[src/rtl/tuner_ctrl.sv]
// Capture/analyse controller: loads a frame, kicks the FFT, then scans the magnitude
// RAM for the largest non-DC bin and reports it with a one-cycle result_valid pulse.
module tuner_ctrl #(
    parameter int N_POINTS    = 1024,
    parameter int MIN_BIN     = 1,
    parameter int FFT_TIMEOUT = 4096
) (
    input  logic        clk,
    input  logic        rst,
    input  logic        start,
    output logic        do_load,
    input  logic        data_loaded,
    output logic        fft_start,
    input  logic        fft_done,
    output logic [10:0] rd_addr,
    input  logic [9:0]  rd_data,
    output logic [9:0]  peak_bin,
    output logic [9:0]  peak_mag,
    output logic        result_valid,
    output logic        busy,
    output logic        timeout_err
);

    localparam int          CW         = $clog2(FFT_TIMEOUT) + 1;
    localparam logic [10:0] FIRST_ADDR = 11'(MIN_BIN);
    localparam logic [10:0] LAST_ADDR  = 11'(N_POINTS / 2 - 1);

    typedef enum logic [2:0] {
        IDLE,
        LOAD,
        FFT_KICK,
        FFT_WAIT,
        SCAN,
        DRAIN,
        DONE
    } state_t;

    state_t         state, state_nxt;
    logic [CW-1:0]  wait_cnt;
    logic           wait_expired;
    logic [9:0]     tag_bin;
    logic           tag_vld;
    logic [9:0]     max_bin;
    logic [9:0]     max_mag;
    logic           sample_wins;

    assign wait_expired = (wait_cnt == CW'(FFT_TIMEOUT - 1));
    // Strictly greater keeps the lowest bin on a tie.
    assign sample_wins  = tag_vld && (rd_data > max_mag);

    always_ff @(posedge clk or posedge rst) begin
        if (rst) begin
            state <= IDLE;
        end else begin
            state <= state_nxt;
        end
    end

    always_comb begin
        state_nxt = state;
        case (state)
            IDLE:     if (start) state_nxt = LOAD;
            LOAD:     if (data_loaded) state_nxt = FFT_KICK;
            FFT_KICK: state_nxt = FFT_WAIT;
            FFT_WAIT: begin
                if (fft_done) begin
                    state_nxt = SCAN;
                end else if (wait_expired) begin
                    state_nxt = IDLE;
                end
            end
            SCAN:     if (rd_addr == LAST_ADDR) state_nxt = DRAIN;
            DRAIN:    state_nxt = DONE;
            DONE:     state_nxt = IDLE;
            default:  state_nxt = IDLE;
        endcase
    end

    assign do_load      = (state == LOAD);
    assign fft_start    = (state == FFT_KICK);
    assign result_valid = (state == DONE);
    assign busy         = (state != IDLE);

    always_ff @(posedge clk or posedge rst) begin
        if (rst) begin
            wait_cnt    <= '0;
            rd_addr     <= '0;
            tag_bin     <= '0;
            tag_vld     <= 1'b0;
            max_bin     <= '0;
            max_mag     <= '0;
            peak_bin    <= '0;
            peak_mag    <= '0;
            timeout_err <= 1'b0;
        end else begin
            // RAM returns data one cycle after the address, so tag it with the previous address.
            tag_bin     <= rd_addr[9:0];
            tag_vld     <= (state == SCAN);
            timeout_err <= (state == FFT_WAIT) && !fft_done && wait_expired;

            if (state == FFT_KICK) begin
                wait_cnt <= '0;
            end else if (state == FFT_WAIT) begin
                wait_cnt <= wait_cnt + CW'(1);
            end

            if ((state == FFT_WAIT) && fft_done) begin
                rd_addr <= FIRST_ADDR;
                max_bin <= '0;
                max_mag <= '0;
            end else begin
                if ((state == SCAN) && (rd_addr != LAST_ADDR)) begin
                    rd_addr <= rd_addr + 11'(1);
                end
                if (((state == SCAN) || (state == DRAIN)) && sample_wins) begin
                    max_bin <= tag_bin;
                    max_mag <= rd_data;
                end
            end

            // The final sample arrives in DRAIN, so fold it in while publishing.
            if (state == DRAIN) begin
                peak_bin <= sample_wins ? tag_bin : max_bin;
                peak_mag <= sample_wins ? rd_data : max_mag;
            end
        end
    end

endmodule

[config.mk]
export PLATFORM = sky130hd
export DESIGN_NAME = tuner_ctrl
export DESIGN_NICKNAME = d
export VERILOG_FILES = /design/src/rtl/tuner_ctrl.sv
export SDC_FILE = /design/constraint.sdc
export NUM_CORES = 1
export LEC_CHECK = 0
export ABC_CLOCK_PERIOD_IN_PS = 8000
export CORE_ASPECT_RATIO = 1.2
export CORE_MARGIN = 8
export CORE_UTILIZATION = 35
export CTS_CLUSTER_DIAMETER = 40
export DETAILED_ROUTE_END_ITERATION = 8
export GPL_TIMING_DRIVEN = 1
export PLACE_DENSITY = 0.56
export SETUP_SLACK_MARGIN = 0.02
export SLEW_MARGIN = 20
export SYNTH_ARGS = -nofsm -noshare
export SYNTH_HDL_FRONTEND = slang
export SYNTH_SLANG_ARGS = --single-unit
[constraint.sdc]
create_clock -name clk -period 8 [get_ports clk]
set_clock_uncertainty 0.1 [all_clocks]
set_input_delay 1.6 -clock clk [delete_from_list [all_inputs] [get_ports clk]]
set_output_delay 1.6 -clock clk [all_outputs]
set_load 0.01 [all_outputs]
==> flow_metrics.tcl <==
set metrics [dict create \
    ys_top_cells_by_area "dfrtp_1 (51%), o221ai_2 (7.8%), mux2i_1 (6.2%)" \
    grt_util_all_layers_pct 12.4 \
    cts_buffer_depth 2 \
    start_util_pct 35.4 \
    n_antenna_cell 0 \
    synth_common_cells "dfrtp_1 (79), nand2_1 (64), inv_1 (46)" \
    synth_seq_cells 79 \
    cts_tree "built" \
    die_h_um 131 \
    fmax_ghz 0.237 \
    crit_buf_inv 2 \
    dr.pass1.iters 4 \
    synth_top_area_share_pct 51.4 \
    seq_area_frac_synth_pct 51.4 \
    cts-buffers-inserted 9 \
    grt_max_degree 80 \
    synth.distinct_cells 48 \
    synth.cell_area_um2 3850 \
    finalSetupViolCount 0 \
    slew_violations 0 \
    cp.required_ps 8100 \
    vias 2723 \
    clk_latency_ps 330 \
    grt_pass1_vias 2878 \
    post-route-util_pct 43.8 \
    fin_crit_ps 4220 \
    critPathSlowestCell "o211ai_1" \
    cts_root_buffer "clkbuf_16" \
    cts.reportedPaths.clkPinSlew_ps 60 \
    yosysWarnings 0 \
    p_leak_nw 2.19 \
    grt_first_pass_wirelength_mm 14.3 \
    std_cell_rows 42 \
    dieArea_um2 14600 \
    tns_ps 0 \
    ant_nets 0 \
    overflow 0 \
    pwr-share-seq_pct 40.8 \
    finalPower_w 0.00157 \
    synth.largest_area_cell "dfrtp_1" \
    max_stage_delay_ps 800 \
    final-hold-violation-count 0 \
    pin_count 51 \
    power_per_cell_area_nw_per_um2 330 \
    synth_top_flop_cell "dfrtp_1" \
    setup_ws_ps 3780 \
    avgViaCountPerCell 4.92 \
    end_kind "flip-flop" \
    drcViolationCount 0 \
    synth_nets 393 \
    drt_iter0_drc 75 \
    power_frac_clock_pct 25.4 \
    tightest_slew_ps 981 \
    p_comb_share_pct 33.8 \
    hold_path_class "flip-flop to flip-flop" \
    hold_buffers 0 \
    peakVddDrop_uv 153 \
    syn_avg_cell_area_um2 10.5 \
    layout-drive-gt1-share_pct 11.6 \
    post_cts_buffers 0 \
    critPathTopFamily "compound AO/OA/AOI/OAI gates" \
    wire_per_inst_um 15.4 \
    gp_congestion 0.830 \
    path_max_fanout 13 \
    critPathLaunchType "primary input" \
    criticalPathCategory "primary input to flip-flop" \
    cp_cell_sequence "clkdlybuf4s50_1 -> ha_1 -> a21oi_1 -> nor2b_1 -> or3_1 -> o211ai_1 -> buf_4 -> o221ai_2" \
    synth.most_common_cell "dfrtp_1" \
    syn2layout_area_growth_pct 23.8 \
    dp_slack_ps 3440 \
    port_buffers 50 \
    p_switching_w 0.000557 \
    async_flop_share_pct 100 \
    swShare_pct 35.4 \
    post_cts_resized 0 \
    antenna_found_initial 0 \
    synth_edf_count 0 \
    clock_sinks 79 \
    rsz0062_at_grt "no" \
    syn-instance-count 366 \
    worstPathArrival_ps 4330 \
    hold_ws_ps 385 \
    core_region_area_um2 10900 \
    drv_cap 0 \
    htree_num_levels 3 \
    wirelength_mm 8.55 \
    die_w_um 112 \
    min_period_over_period_pct 52.8 \
    status "finished, final reports clean" \
    p_int_w 0.00102 \
    fin_nets 444 \
    relSlewSlack_pct 34.4 \
    dpl.hpwl_mm 5.88 \
]
power groups by stage:
stage	Sequential [W]	Combinational, W	Clock (W)
floorplan	0.000638	0.000313	0
global placement	0.000648	0.000530	0
detailed placement	0.000650	0.000538	0
CTS	0.000643	0.000543	0.000412
global route	0.000662	0.000597	0.000427
finish	0.000642	0.000531	0.000400
placed cells by master (no fill, tap or decap), drive strengths merged, types with 3 or more instances in the layout:
cell type      netlist  layout
o21ai                7       7
nand3               17      17
a21oi                4       4
nor2                22      22
ha                  12      12
inv                 46      45
xnor2               10      10
clkbuf               7      10
nor3                 6       6
mux2i               24      24
nand4                3       3
nand2               64      64
clkinv               1       6
dfrtp               79      79
and3                 4       4
o221ai              20      20
clkdlybuf4s50        0      50
nor4                 5       5
buf                  7       4
layout make-up:
cell class / instances / area [um2]
clock inverter: 6 / 61.3
inverter: 47 / 178
multi-input combinational: 226 / 1620
sequential: 79 / 1980
tap: 132 / 165
fill: 1048 / 6110
clock buffer: 10 / 229
timing repair buffer: 54 / 534
routing by layer:
metal | GRT usage [%] | wire (um) | vias up
met5 | 0 | 0 | -
met4 | 7.33 | 181 | 0
met3 | 2.71 | 306 | 9
met2 | 20.6 | 4080 | 42
met1 | 14.8 | 3980 | 1318
li1 | - | - | 1354
flip-flops by register name, indices dropped and copies added, names as in the netlist:
| signal | flops |
|---|---|
| peak_mag | 10 |
| max_mag | 10 |
| tag_bin | 10 |
| peak_bin | 10 |
| tag_vld | 1 |
| wait_cnt | 13 |
| max_bin | 10 |
| state | 3 |
| rd_addr | 11 |
| timeout_err | 1 |
metrics by stage:
stage | instance area, um2 | cells
global placement | 4470 | 538
finish | 4760 | 554
floorplan | 3850 | 366
CTS | 4760 | 554
global route | 4760 | 554
detailed placement | 4470 | 538
worst paths after layout:
check / from / to / slack [ps] / cells past startpoint
max: rd_data[8] / peak_bin[7]$_DFFE_PP0P_ / 3780 / 8
min: wait_cnt[8]$_DFFE_PP0P_ / wait_cnt[8]$_DFFE_PP0P_ / 390 / 1
max reg2reg: state[0]$_DFFE_PP0P_ / peak_bin[7]$_DFFE_PP0P_ / 4910 / 5
min reg2reg: wait_cnt[8]$_DFFE_PP0P_ / wait_cnt[8]$_DFFE_PP0P_ / 390 / 1
max in group asynchronous: rst / rd_addr[9]$_DFFE_PP0P_ / 5630 / 3
min in group asynchronous: rst / peak_mag[1]$_DFFE_PP0P_ / 1670 / 3
cell families after synthesis:
group / synth area share (%)
AND/OR/NAND/NOR: 16.2
flip-flops: 51.4
buffers and inverters: 6.80
AO/OA/AOI/OAI: 12.5
multiplexers: 6.54
XOR/XNOR: 2.73
adder cells (fa/ha/maj): 3.90
Note: power is estimated with default switching activity, not from simulation.
